==> config.mk <==
export PLATFORM = sky130hd
export DESIGN_NAME = qsn_shift_scheduler_flat
export DESIGN_NICKNAME = d
export VERILOG_FILES = /design/src/rtl/qsn_shift_scheduler_if.sv /design/src/rtl/qsn_shift_scheduler.sv /design/src/flat_wrapper.sv
export SDC_FILE = /design/constraint.sdc
export NUM_CORES = 1
export LEC_CHECK = 0
export CORE_ASPECT_RATIO = 2
export CORE_MARGIN = 3
export CORE_UTILIZATION = 35
export DETAILED_ROUTE_END_ITERATION = 7
export SLEW_MARGIN = 20
export SYNTH_ARGS = -nofsm -noshare
export SYNTH_HDL_FRONTEND = slang
export SYNTH_SLANG_ARGS = --single-unit
==> constraint.sdc <==
create_clock -name sys_clk -period 4.5 [get_ports sys_clk]
set_clock_uncertainty 0.15 [all_clocks]
set_input_delay 0.9 -clock sys_clk [delete_from_list [all_inputs] [get_ports sys_clk]]
set_output_delay 0.9 -clock sys_clk [all_outputs]
set_load 0.01 [all_outputs]
==> src/rtl/qsn_shift_scheduler_if.sv <==
// Signal bundle between the layer-decoder control, the QSN shift scheduler and the permutation datapath.
// inv_dir exists only when QSN_SCHED_INV_SHIFT_EN is defined.
interface qsn_shift_scheduler_if #(
  parameter int SHIFT_W    = 10,
  parameter int CFG_ADDR_W = 7
);
  logic                  cfg_we;
  logic [CFG_ADDR_W-1:0] cfg_addr;
  logic [SHIFT_W-1:0]    cfg_wdata;
  logic                  cfg_err;
  logic                  start;
  logic                  stall;
  logic                  busy;
  logic                  done;
  logic [SHIFT_W-1:0]    shift_factor;
  logic                  sw_in_valid;
  logic [2:0]            in_layer_idx;
  logic [4:0]            in_col_idx;
  logic                  sw_out_valid;
  logic [2:0]            out_layer_idx;
  logic [4:0]            out_col_idx;
`ifdef QSN_SCHED_INV_SHIFT_EN
  logic                  inv_dir;
`endif

  modport master (
`ifdef QSN_SCHED_INV_SHIFT_EN
    output inv_dir,
`endif
    output cfg_we, cfg_addr, cfg_wdata, start, stall,
    input  cfg_err, busy, done, shift_factor, sw_in_valid, in_layer_idx, in_col_idx,
           sw_out_valid, out_layer_idx, out_col_idx
  );

  modport slave (
`ifdef QSN_SCHED_INV_SHIFT_EN
    input  inv_dir,
`endif
    input  cfg_we, cfg_addr, cfg_wdata, start, stall,
    output cfg_err, busy, done, shift_factor, sw_in_valid, in_layer_idx, in_col_idx,
           sw_out_valid, out_layer_idx, out_col_idx
  );
endinterface

==> src/rtl/qsn_shift_scheduler.sv <==
// Walks the QSN shift-factor table once per decoding iteration and tags network results with layer/column.
// Optional QSN_SCHED_INV_SHIFT_EN issues the inverse shift (L - s) mod L when inv_dir is sampled high at start.
module qsn_shift_scheduler #(
  parameter int PERMUTATION_LENGTH = 765,
  parameter int PIPELINE_STAGES    = 4,
  parameter int LAYER_NUM          = 4,
  parameter int COL_NUM            = 17,
  parameter int SHIFT_W            = 10,
  parameter int CFG_ADDR_W         = 7
) (
  input logic                  sys_clk,
  input logic                  rst,
  qsn_shift_scheduler_if.slave sched
);
  localparam int ENTRY_NUM = LAYER_NUM * COL_NUM;
  localparam int LAYER_W   = 3;
  localparam int COL_W     = 5;

  typedef enum logic [1:0] {ST_IDLE, ST_ISSUE, ST_DRAIN, ST_DONE} state_t;

  typedef struct packed {
    logic               valid;
    logic [LAYER_W-1:0] layer;
    logic [COL_W-1:0]   col;
  } tag_t;

  logic [SHIFT_W-1:0]    r_table [ENTRY_NUM];
  state_t                r_state;
  logic [LAYER_W-1:0]    r_layer;
  logic [COL_W-1:0]      r_col;
  logic                  r_busy;
  logic                  r_done;
  logic                  r_sw_in_valid;
  logic [SHIFT_W-1:0]    r_shift;
  logic [LAYER_W-1:0]    r_in_layer;
  logic [COL_W-1:0]      r_in_col;
  logic                  r_cfg_err;
  tag_t                  r_pipe [PIPELINE_STAGES];

  logic                  w_start_acc;
  logic                  w_cfg_bad;
  logic                  w_cfg_acc;
  logic                  w_last_col;
  logic                  w_last_entry;
  logic                  w_drain_empty;
  logic [CFG_ADDR_W-1:0] w_rd_addr;
  logic [SHIFT_W-1:0]    w_table_val;
  logic [SHIFT_W-1:0]    w_issue_shift;

  assign w_start_acc = (r_state == ST_IDLE) && sched.start;
  assign w_cfg_bad   = sched.cfg_we &&
                       (r_busy ||
                        (sched.cfg_addr >= CFG_ADDR_W'(ENTRY_NUM)) ||
                        (sched.cfg_wdata >= SHIFT_W'(PERMUTATION_LENGTH)));
  assign w_cfg_acc   = sched.cfg_we && !w_cfg_bad;

  assign w_last_col   = (r_col == COL_W'(COL_NUM - 1));
  assign w_last_entry = w_last_col && (r_layer == LAYER_W'(LAYER_NUM - 1));
  assign w_rd_addr    = CFG_ADDR_W'(r_layer) * CFG_ADDR_W'(COL_NUM) + CFG_ADDR_W'(r_col);
  assign w_table_val  = r_table[w_rd_addr];

`ifdef QSN_SCHED_INV_SHIFT_EN
  logic r_inv_dir;

  always_ff @(posedge sys_clk or posedge rst) begin
    if (rst) begin
      r_inv_dir <= 1'b0;
    end else if (w_start_acc) begin
      r_inv_dir <= sched.inv_dir;
    end
  end

  // Zero is its own inverse; every other value maps to L - s.
  assign w_issue_shift = (r_inv_dir && (w_table_val != '0))
                         ? SHIFT_W'(PERMUTATION_LENGTH) - w_table_val
                         : w_table_val;
`else
  assign w_issue_shift = w_table_val;
`endif

  // NOTE: the table is plain storage with no reset branch; contents survive rst and stay undefined until written.
  always_ff @(posedge sys_clk) begin
    if (w_cfg_acc) begin
      r_table[sched.cfg_addr] <= sched.cfg_wdata;
    end
  end

  always_ff @(posedge sys_clk or posedge rst) begin
    if (rst) begin
      r_cfg_err <= 1'b0;
    end else if (w_cfg_bad) begin
      r_cfg_err <= 1'b1;
    end else if (w_start_acc) begin
      r_cfg_err <= 1'b0;
    end
  end

  always_ff @(posedge sys_clk or posedge rst) begin
    if (rst) begin
      r_state       <= ST_IDLE;
      r_layer       <= '0;
      r_col         <= '0;
      r_busy        <= 1'b0;
      r_done        <= 1'b0;
      r_sw_in_valid <= 1'b0;
      r_shift       <= '0;
      r_in_layer    <= '0;
      r_in_col      <= '0;
    end else begin
      // NOTE: all state uses non-blocking assignment so every register samples pre-edge values.
      r_done        <= 1'b0;
      r_sw_in_valid <= 1'b0;
      case (r_state)
        ST_IDLE: begin
          if (sched.start) begin
            r_state <= ST_ISSUE;
            r_busy  <= 1'b1;
            r_layer <= '0;
            r_col   <= '0;
          end
        end
        ST_ISSUE: begin
          if (!sched.stall) begin
            r_sw_in_valid <= 1'b1;
            r_shift       <= w_issue_shift;
            r_in_layer    <= r_layer;
            r_in_col      <= r_col;
            if (w_last_entry) begin
              r_state <= ST_DRAIN;
              r_layer <= '0;
              r_col   <= '0;
            end else if (w_last_col) begin
              r_col   <= '0;
              r_layer <= r_layer + LAYER_W'(1);
            end else begin
              r_col   <= r_col + COL_W'(1);
            end
          end
        end
        ST_DRAIN: begin
          if (w_drain_empty) begin
            r_state <= ST_DONE;
            r_busy  <= 1'b0;
            r_done  <= 1'b1;
          end
        end
        ST_DONE: begin
          r_state <= ST_IDLE;
        end
        default: begin
          r_state <= ST_IDLE;
        end
      endcase
    end
  end

  // The network is free-running, so the tag pipe shifts every cycle, stalled or not.
  always_ff @(posedge sys_clk or posedge rst) begin
    if (rst) begin
      for (int i = 0; i < PIPELINE_STAGES; i++) begin
        r_pipe[i] <= '0;
      end
    end else begin
      r_pipe[0] <= {r_sw_in_valid, r_in_layer, r_in_col};
      for (int i = 1; i < PIPELINE_STAGES; i++) begin
        r_pipe[i] <= r_pipe[i-1];
      end
    end
  end

  // Empty after this edge: the final stage is the only one allowed to still hold a valid entry.
  always_comb begin
    // NOTE: default first so no path leaves the signal unassigned and infers a latch.
    w_drain_empty = !r_sw_in_valid;
    for (int i = 0; i < PIPELINE_STAGES - 1; i++) begin
      if (r_pipe[i].valid) begin
        w_drain_empty = 1'b0;
      end
    end
  end

  assign sched.cfg_err       = r_cfg_err;
  assign sched.busy          = r_busy;
  assign sched.done          = r_done;
  assign sched.shift_factor  = r_shift;
  assign sched.sw_in_valid   = r_sw_in_valid;
  assign sched.in_layer_idx  = r_in_layer;
  assign sched.in_col_idx    = r_in_col;
  assign sched.sw_out_valid  = r_pipe[PIPELINE_STAGES-1].valid;
  assign sched.out_layer_idx = r_pipe[PIPELINE_STAGES-1].layer;
  assign sched.out_col_idx   = r_pipe[PIPELINE_STAGES-1].col;

endmodule

==> src/flat_wrapper.sv <==
// flat-port wrapper written by rule: the top's interface ports become plain ports
module qsn_shift_scheduler_flat 
#(
  parameter int PERMUTATION_LENGTH = 765,
  parameter int PIPELINE_STAGES    = 4,
  parameter int LAYER_NUM          = 4,
  parameter int COL_NUM            = 17,
  parameter int SHIFT_W            = 10,
  parameter int CFG_ADDR_W         = 7
)
  (sys_clk, rst, sched_cfg_we, sched_cfg_addr, sched_cfg_wdata, sched_start, sched_stall, sched_cfg_err, sched_busy, sched_done, sched_shift_factor, sched_sw_in_valid, sched_in_layer_idx, sched_in_col_idx, sched_sw_out_valid, sched_out_layer_idx, sched_out_col_idx);
  qsn_shift_scheduler_if #(.SHIFT_W(SHIFT_W), .CFG_ADDR_W(CFG_ADDR_W)) sched_i ();
  input logic sys_clk;
  input logic rst;
  input wire logic [$bits(sched_i.cfg_we)-1:0] sched_cfg_we;
  input wire logic [$bits(sched_i.cfg_addr)-1:0] sched_cfg_addr;
  input wire logic [$bits(sched_i.cfg_wdata)-1:0] sched_cfg_wdata;
  input wire logic [$bits(sched_i.start)-1:0] sched_start;
  input wire logic [$bits(sched_i.stall)-1:0] sched_stall;
  output wire logic [$bits(sched_i.cfg_err)-1:0] sched_cfg_err;
  output wire logic [$bits(sched_i.busy)-1:0] sched_busy;
  output wire logic [$bits(sched_i.done)-1:0] sched_done;
  output wire logic [$bits(sched_i.shift_factor)-1:0] sched_shift_factor;
  output wire logic [$bits(sched_i.sw_in_valid)-1:0] sched_sw_in_valid;
  output wire logic [$bits(sched_i.in_layer_idx)-1:0] sched_in_layer_idx;
  output wire logic [$bits(sched_i.in_col_idx)-1:0] sched_in_col_idx;
  output wire logic [$bits(sched_i.sw_out_valid)-1:0] sched_sw_out_valid;
  output wire logic [$bits(sched_i.out_layer_idx)-1:0] sched_out_layer_idx;
  output wire logic [$bits(sched_i.out_col_idx)-1:0] sched_out_col_idx;
  assign sched_i.cfg_we = sched_cfg_we;
  assign sched_i.cfg_addr = sched_cfg_addr;
  assign sched_i.cfg_wdata = sched_cfg_wdata;
  assign sched_i.start = sched_start;
  assign sched_i.stall = sched_stall;
  assign sched_cfg_err = sched_i.cfg_err;
  assign sched_busy = sched_i.busy;
  assign sched_done = sched_i.done;
  assign sched_shift_factor = sched_i.shift_factor;
  assign sched_sw_in_valid = sched_i.sw_in_valid;
  assign sched_in_layer_idx = sched_i.in_layer_idx;
  assign sched_in_col_idx = sched_i.in_col_idx;
  assign sched_sw_out_valid = sched_i.sw_out_valid;
  assign sched_out_layer_idx = sched_i.out_layer_idx;
  assign sched_out_col_idx = sched_i.out_col_idx;
  qsn_shift_scheduler #(.PERMUTATION_LENGTH(PERMUTATION_LENGTH), .PIPELINE_STAGES(PIPELINE_STAGES), .LAYER_NUM(LAYER_NUM), .COL_NUM(COL_NUM), .SHIFT_W(SHIFT_W), .CFG_ADDR_W(CFG_ADDR_W)) u_core (.sys_clk(sys_clk), .rst(rst), .sched(sched_i));
endmodule
### Word-level counts from Yosys, hierarchy flattened

Memories as Yosys holds them, arrays and structs flattened. A register that Yosys moved wholly into a read port is not among the register bits.
Index checks and enable logic that the tools add are counted.
W data, S select, Z words.

| cells by class | value |
|---|---|
| $mul | 1 |
| $add $sub $neg | 3 |
| reductions and logical operators | 17 |
| mux-type cells | 29 |
| bitwise operators | 1 |
| magnitude comparators | 2 |
| equal/unequal tests | 10 |

Operators by type and width:

| kind | count |
|---|---|
| $mux W5 | 4 |
| $mux W1 | 13 |
| $mux W3 | 4 |
| $ge A10 B10 Y1 const B | 1 |
| $pmux W5 S2 | 1 |
| $mux W2 | 4 |
| $pmux W2 S4 | 1 |
| $reduce_and A4 Y1 | 2 |
| $add A7 B5 Y7 | 1 |
| $ge A7 B7 Y1 const B | 1 |
| $mul A3 B5 Y7 const B | 1 |
| $pmux W3 S2 | 1 |
| $reduce_and A3 Y1 | 2 |
| $reduce_bool A2 Y1 | 3 |
| $add A5 B1 Y5 const B | 1 |
| $eq A5 B5 Y1 const B | 1 |
| $eq A2 B2 Y1 const B | 2 |
| $logic_and A1 B1 Y1 | 4 |
| $ne A2 B1 Y1 const B | 2 |
| $ne A2 B2 Y1 const B | 2 |
| $add A3 B1 Y3 const B | 1 |
| $eq A3 B2 Y1 const B | 1 |
| $ne A3 B1 Y1 const B | 1 |
| $eq A2 B1 Y1 const B | 1 |
| other kinds (6) | 8 |

| word-level totals | value |
|---|---|
| bits in writable memories | 680 |
| logic and storage cells | 85 |
| output and inout bits | 31 |
| register bits | 58 |
| input bits | 22 |
| memories kept | 1 |

Memory list:

| name | words | width | rd ports | clocked after memory_dff | write ports | line | RTL |
|---|---|---|---|---|---|---|---|
| u_core.r_table | 68 | 10 | 1 | 1 | 1 | qsn_shift_scheduler.sv:27 | `logic [SHIFT_W-1:0] r_table [ENTRY_NUM];` |

### Logic depth before layout (Yosys ltp)

Gate-level depths: netlist (run 1).

| depth | value |
|---|---|
| depth in word-level cells | 8 |
| depth in mapped cells | 11 |
| gate-level depth less buffers | 10 |

### Worst setup path before layout (run 1)

No wires, ideal clock.

| timing path | value |
|---|---|
| kind | flip-flop to flip-flop |
| start point | register u_core.r_col[1] |
| end point | register u_core.r_shift[6], in the netlist u_core.sched.shift_factor[6], read port of u_core.r_table |
| slack | 1,326 ps |
| stages on the path, launching flop included | 11 |
| arrival | 2,904 ps |
| buffers on the path | 1 |
| library setup time | 120 ps |
| data required time | 4,230 ps |
| clock period less this slack | 3,174 ps |
| path through | dfrtp_1 > ha_1 > ha_1 > inv_1 > fa_1 > xor2_1 > buf_2 > mux4_2 > a21oi_1 > o21ai_0 > a31o_1 |

| on the way | value |
|---|---|
| word-level cells in the longest chain between the ends | 1 |

RTL lines:

| element | line | RTL |
|---|---|---|
| from (decl) | qsn_shift_scheduler.sv:30 | `logic [COL_W-1:0] r_col;` |
| from (signal assigned) | qsn_shift_scheduler.sv:136 | `r_col <= r_col + COL_W'(1);` |
| $add A7 B5 Y7 | qsn_shift_scheduler.sv:59 | `assign w_rd_addr = CFG_ADDR_W'(r_layer) * CFG_ADDR_W'(COL_NUM) + CFG_ADDR_W'(r_col);` |
| to (decl) | qsn_shift_scheduler.sv:34 | `logic [SHIFT_W-1:0] r_shift;` |

Every way passes these cells.
A chain may end at the register's enable or synchronous reset.

### Worst setup path in the final report (run 1)

| timing path | value |
|---|---|
| start point | register u_core.r_col[1] |
| end point | register u_core.r_shift[4], in the netlist u_core.sched.shift_factor[4], read port of u_core.r_table |

Same word-level chain as after synthesis.

==> results of run 1 <==
==> registers in the layout, summed over array words and instances (netlist names), 2 cells and up <==
name	count
u_core.r_pipe	27
u_core.r_table	680
u_core.sched.out_layer_idx	3
u_core.r_col	5
u_core.r_layer	3
u_core.sched.in_layer_idx	3
u_core.sched.shift_factor	10
u_core.sched.in_col_idx	5
u_core.sched.out_col_idx	5
u_core.r_state	2
==> layout make-up <==
type,instances,area (sq um),share of cell area
antenna,1,2.50,0.0000756
clock buffer,73,1560,0.0471
clock inverter,34,320,0.00968
inverter,13,50.0,0.00151
multi-input combinational,491,6240,0.189
sequential,748,22100,0.669
tap,1050,1310,0.0397
timing repair buffer,172,1470,0.0445
==> routing by layer <==
metal	GRT usage	wire length, um
met5	0	21
met3	0.0161	2710
met1	0.181	24600
met4	0.0766	3600
met2	0.314	39700
==> critical path, stage by stage, from the launching register on <==
cell and delay, ns:
dfrtp_1 0.43, ha_1 0.35, ha_4 0.59, buf_12 0.35, mux4_2 0.41, mux4_2 0.56, mux2i_1 0.32, o221ai_1 0.19
==> power groups by stage <==
stage / sequential, uW / clock, uW / combinational, uW
final: 7860 / 5140 / 6340
after global routing: 7870 / 5500 / 6610
after CTS: 7860 / 5270 / 6480
after detailed placement: 8010 / 0 / 6480
after global placement: 8000 / 0 / 6450
after floorplan: 8000 / 0 / 4230
==> worst paths after layout <==
check                                  start                           end  slack, ns
min                        u_core.r_pipe[18]              u_core.r_pipe[9]       0.18
min in group asynchronous                rst             u_core.r_pipe[11]       0.59
min reg2reg                u_core.r_pipe[18]              u_core.r_pipe[9]       0.18
max in group asynchronous                rst             u_core.r_pipe[13]       2.87
max reg2reg                  u_core.r_col[1]  u_core.sched.shift_factor[4]       0.93
max                          u_core.r_col[1]  u_core.sched.shift_factor[4]       0.93
==> metrics by stage <==
step	total power (uW)	cell area [sq um]
after floorplan	12200	28700
after global placement	14400	31200
after detailed placement	14500	31200
after CTS	19600	33100
after global routing	20000	33100
final	19300	33100
==> cell families (layout without fill, tap and decap cells) <==
kind of cell	after synthesis	count (layout)
fa+ha+maj	15	15
flops	748	748
xor+xnor	6	6
compound gates	75	75
buf+inv	74	292
simple gates	178	178
mux	217	217
other cells	0	1
==> placed cells by master, fill, tap and decap left out, types with 2 or more instances in the layout <==
cell,n
nor2_1,79
buf_2,10
nand4_1,8
nor2b_1,8
clkinv_1,10
bufinv_16,4
clkbuf_16,59
nand2_1,56
o21ai_0,20
o221ai_1,8
ha_4,2
buf_4,112
nand2b_1,4
and3_1,2
o31ai_1,2
nand3b_1,2
mux2i_1,17
dfrtp_1,68
clkinvlp_4,3
ha_1,12
clkbuf_1,11
a21oi_1,9
buf_12,8
clkinv_4,2
edfxtp_1,680
nor3_1,5
inv_6,5
a31oi_1,2
clkdlybuf4s50_1,42
inv_1,12
o31a_1,2
clkbuf_8,3
clkinv_8,2
clkinv_2,8
xor2_1,2
xnor2_1,2
a22oi_1,21
mux4_2,200
nand3_1,9
==> results.sh, run 1 <==
export IMPL_status="completed"
export IMPL_overflow=0
export IMPL_ant_nets=0
export IMPL_cellLeakagePower_uw=0.0107
export IMPL_fmax_ghz=0.280
export IMPL_finalHoldViolCount=0
export IMPL_core_area_sq_um=81300
export IMPL_vdd_ir_drop_max_uv=378
export IMPL_yosys_cell_count_top_type="edfxtp_1"
export IMPL_design_die_area_sq_um=85700
export IMPL_syn_area_sq_um=28700
export IMPL_syn_avg_cell_area_sq_um=21.9
export IMPL_p_int_uw=13400
export IMPL_switchingPower_uw=5900
export IMPL_routed_via_density=5.27
export IMPL_cp_max_fo=52
export IMPL_drv_cap=0
export IMPL_crit_type="reg -> reg"
export IMPL_period_share=0.793
export IMPL_pwr_share_comb=0.328
export IMPL_place_gp_congestion=0.874
export IMPL_drc_errors=0
export IMPL_grt_pass1_wl_um=103000
export IMPL_first_pass_iters=5
export IMPL_powerDensity_nw_per_um2=585
export IMPL_io_buffers=52
export IMPL_post_cts_buffers=0
export IMPL_cts_hold_buf=0
export IMPL_post_drt_wl_per_cell_um=27.4
export IMPL_synth_compound_area_frac=0.0176
export IMPL_finish_utilization=0.407
export IMPL_fin_ws_ns=0.930
export IMPL_yosys_warnings=0
export IMPL_die_y_um=411
export IMPL_synth_top_area_frac=0.711
export IMPL_fillers=7048
export IMPL_area_delta_synth_final_pct=15.2
export IMPL_fin_crit_ns=3.57
export IMPL_synth_flop_cell="edfxtp_1"
export IMPL_grt_max_degree=69
export IMPL_holdWs_ns=0.181
export IMPL_synthTopCellsByArea="edfxtp_1 71%, mux4_2 16%, dfrtp_1 5.9%, nor2_1 1.0%, nand2_1 0.73%"
export IMPL_worst_pin_slew_ns=1.14
export IMPL_hp_class="reg -> reg"
export IMPL_cts_sinks=748
export IMPL_synth_xor_area_frac=0.00183
export IMPL_cp_data_required_time_ns=4.82
export IMPL_placementRows=148
export IMPL_syn_nets=1350
export IMPL_synth_area_mux_share=0.163
export IMPL_relSlewSlack=0.232
export IMPL_clk_pin_slew_ns=0.08
export IMPL_p_clk_frac=0.266
export IMPL_tritoncts="yes"
export IMPL_switching_share=0.305
export IMPL_pwr_share_seq=0.406
export IMPL_drive_gt1_frac=0.276
export IMPL_yosysTopAreaCell="edfxtp_1"
export IMPL_min_path_cells=0
export IMPL_place_inst=2474
export IMPL_drv_slew=0
export IMPL_worstRegToRegCells=7
export IMPL_synthSimpleGateAreaFrac=0.0265
export IMPL_endpoint_kind="register"
export IMPL_synth_cell_types=46
export IMPL_antenna_found_initial=3
export IMPL_synth_top_family_by_area="multiplexers"
export IMPL_cts_made_buffers=58
export IMPL_post_cts_resized=0
export IMPL_vias=13600
export IMPL_wirelength_um=70600
export IMPL_cts_root_buffer="clkbuf_16"
export IMPL_drt_iter0_drc=1295
export IMPL_synth_edf_count=680
export IMPL_setup_violations=0
export IMPL_yosys_top_cells_count="680 x edfxtp_1, 200 x mux4_2, 79 x nor2_1"
export IMPL_h_tree_depth=2
export IMPL_worstSetupStartpointType="register"
export IMPL_tns_ns=0
export IMPL_start_util=0.353
export IMPL_io_pins=53
export IMPL_track_usage=0.164
export IMPL_clock_latency_ns=0.63
export IMPL_grt_pass1_vias=14600
export IMPL_die_w_um=209
export IMPL_synthCells=1313
export IMPL_critPathArrivalTime_ns=3.89
export IMPL_ys_ff_latch=748
export IMPL_async_flop_share=0.0909
export IMPL_fin_cells=2582
export IMPL_clk_path_buf_depth=3
export IMPL_synthAdderAreaFrac=0.00680
export IMPL_place_hpwl_um=46500
export IMPL_yosysSeqAreaShare=0.770
export IMPL_fin_nets=1521
export IMPL_rsz0062_at_grt="no"
export IMPL_pre_cts_ws_ns=0.779
Power figures use the tool's default switching activity.
==> run 2: changes to the inputs <==
clock period = 3.09 ns   (was 4.5 ns; I/O delays follow)
==> results.sh, run 2 (same netlist as run 1, synthesis figures left out) <==
export IMPL_clk_path_buf_depth=3
export IMPL_drive_gt1_frac=0.320
export IMPL_regMostFlops="u_core.r_table"
export IMPL_grt_pass1_wl_um=103000
export IMPL_place_gp_congestion=0.853
export IMPL_antenna_found_initial=3
export IMPL_p_int_uw=20800
export IMPL_cp_slowest_cell="fa_2"
export IMPL_fin_ws_ns=-0.0141
export IMPL_wirelength_um=71200
export IMPL_cellLeakagePower_uw=0.0111
export IMPL_finalHoldViolCount=0
export IMPL_routed_via_density=5.19
export IMPL_drv_slew=0
export IMPL_worstSetupStartpointType="register"
export IMPL_placementRows=148
export IMPL_pwr_share_seq=0.385
export IMPL_drv_cap=0
export IMPL_switching_share=0.299
export IMPL_vdd_ir_drop_max_uv=587
export IMPL_design_die_area_sq_um=85700
export IMPL_start_util=0.353
export IMPL_place_hpwl_um=49600
export IMPL_met3_usage=0.0164
export IMPL_failed_checks="setup timing"
export IMPL_crit_type="reg -> reg"
export IMPL_clock_latency_ns=0.61
export IMPL_fin_nets=1593
export IMPL_hp_class="in -> async"
export IMPL_layout_common_cells="680 x edfxtp_1, 200 x mux4_2, 160 x buf_4"
export IMPL_vias=13800
export IMPL_largest_reg_flops=680
export IMPL_area_delta_synth_final_pct=18.6
export IMPL_dpl_instance_area_sq_um=32000
export IMPL_pwr_share_comb=0.358
export IMPL_overflow=0
export IMPL_drc_errors=0
export IMPL_max_stage_delay_ns=0.77
export IMPL_cts_root_buffer="clkbuf_16"
export IMPL_endpoint_kind="register"
export IMPL_worstRegToRegCells=10
export IMPL_post_drt_wl_per_cell_um=26.8
export IMPL_clk_pin_slew_ns=0.08
export IMPL_io_buffers=52
export IMPL_finish_utilization=0.419
export IMPL_drt_iter0_drc=994
export IMPL_setup_violations=2
export IMPL_relSlewSlack=0.411
export IMPL_period_share=1.00
export IMPL_io_pins=53
export IMPL_critPathArrivalTime_ns=3.43
export IMPL_cp_data_required_time_ns=3.42
export IMPL_track_usage=0.165
export IMPL_use_met1=0.173
export IMPL_p_clk_frac=0.256
export IMPL_use_met2=0.322
export IMPL_grt_pass1_vias=14800
export IMPL_ant_nets=0
export IMPL_grt_max_degree=69
export IMPL_cts_made_buffers=57
export IMPL_rsz0062_at_grt="yes"
export IMPL_cp_max_fo=12
export IMPL_grt_busiest_layer="met2"
export IMPL_pre_cts_ws_ns=-0.486
export IMPL_worstPathCellList="ha_4 > ha_4 > inv_2 > fa_2 > buf_6 > buf_12 > buf_12 > mux4_2 > mux2i_1 > o221ai_2"
export IMPL_worst_pin_slew_ns=0.883
export IMPL_design_area_sq_um=34100
export IMPL_fmax_ghz=0.322
export IMPL_tritoncts="yes"
export IMPL_fin_crit_ns=3.10
export IMPL_h_tree_depth=2
export IMPL_powerDensity_nw_per_um2=871
export IMPL_final_common_cell="edfxtp_1"
export IMPL_core_area_sq_um=81300
export IMPL_die_y_um=411
export IMPL_first_pass_iters=5
export IMPL_antenna_cells=0
export IMPL_cts_sinks=748
export IMPL_die_w_um=209
export IMPL_status="complete, but fails checks"
export IMPL_switchingPower_uw=8850
[run 2: cell types whose count changed in the layout (fill, tap and decap cells not counted), moves of 3 or more]
cell,previous run,this run
buf_4,112,160
buf_12,8,29
mux2i_1,17,10
mux2i_2,0,5
bufinv_16,4,8
inv_6,5,1
buf_6,0,3
clkbuf_8,3,0
[run 2: cell type report]
class                   count  area (sq um)
multi-input cells         491          6370
inverters                  13          48.8
fillers                  6924         47200
clock buffers              70          1520
flip-flops and latches    748         22100
clock inverters            36           384
well taps                1050          1310
repair buffers            245          2310
[run 2: power groups by stage]
stage / Combinational [uW] / Sequential, uW / Clock [uW]
floorplan: 6150 / 11600 / 0
global placement: 10500 / 11600 / 0
detailed placement: 10600 / 11600 / 0
CTS: 10700 / 11400 / 7760
global route: 11100 / 11400 / 8150
finish: 10600 / 11400 / 7600
[run 2: worst max-delay path, delay by kind of cell, from the launching register on]
kind	cells	cell delay, ns
buffers and inverters	4	0.47
multiplexers	2	0.63
flip-flops	1	0.41
adder cells (fa/ha/maj)	3	1.17
AO/OA/AOI/OAI	1	0.12
[run 2: final timing paths]
kind / start / to / slack (ns)
worst max-delay path: u_core.r_layer[1] / u_core.sched.shift_factor[2] / -0.01
worst min-delay path: rst / u_core.r_pipe[33] / 0.12
worst max register to register: u_core.r_layer[1] / u_core.sched.shift_factor[2] / -0.01
worst min register to register: u_core.r_pipe[15] / u_core.sched.out_layer_idx[1] / 0.20
max in group asynchronous: rst / u_core.r_state[0] / 2.08
min in group sys_clk: u_core.r_pipe[15] / u_core.sched.out_layer_idx[1] / 0.20
[run 2: per-stage QoR]
step           setup TNS [ns]  hold slack [ns]  instances  total power (uW)
6_report              -0.0191            0.124       2653             29700
4_1_cts               -0.0756            0.103       2652             29900
5_1_grt                -0.434            0.141       2653             30700
3_3_place_gp          -242.84            0.186       2541             22100
3_5_place_dp          -255.32            0.186       2541             22200
2_1_floorplan               0            0.181       1313             17800
[run 2: timing repair]
| item | CTS | global route |
|---|---|---|
| buffers inserted | 4 | 1 |
| endpoints found under the setup margin | 10 | 34 |
| pin swaps | 3 | 3 |
| resized for setup | 10 | 23 |
| cloned | 1 | 0 |
| hold buffers | 0 | 0 |
[run 2: routing by layer]
metal  up-vias  wire [um]
met5         -         21
met4         4       4180
met3       126       2730
met2       425      40600
met1      7309      23600
li1       5908          -
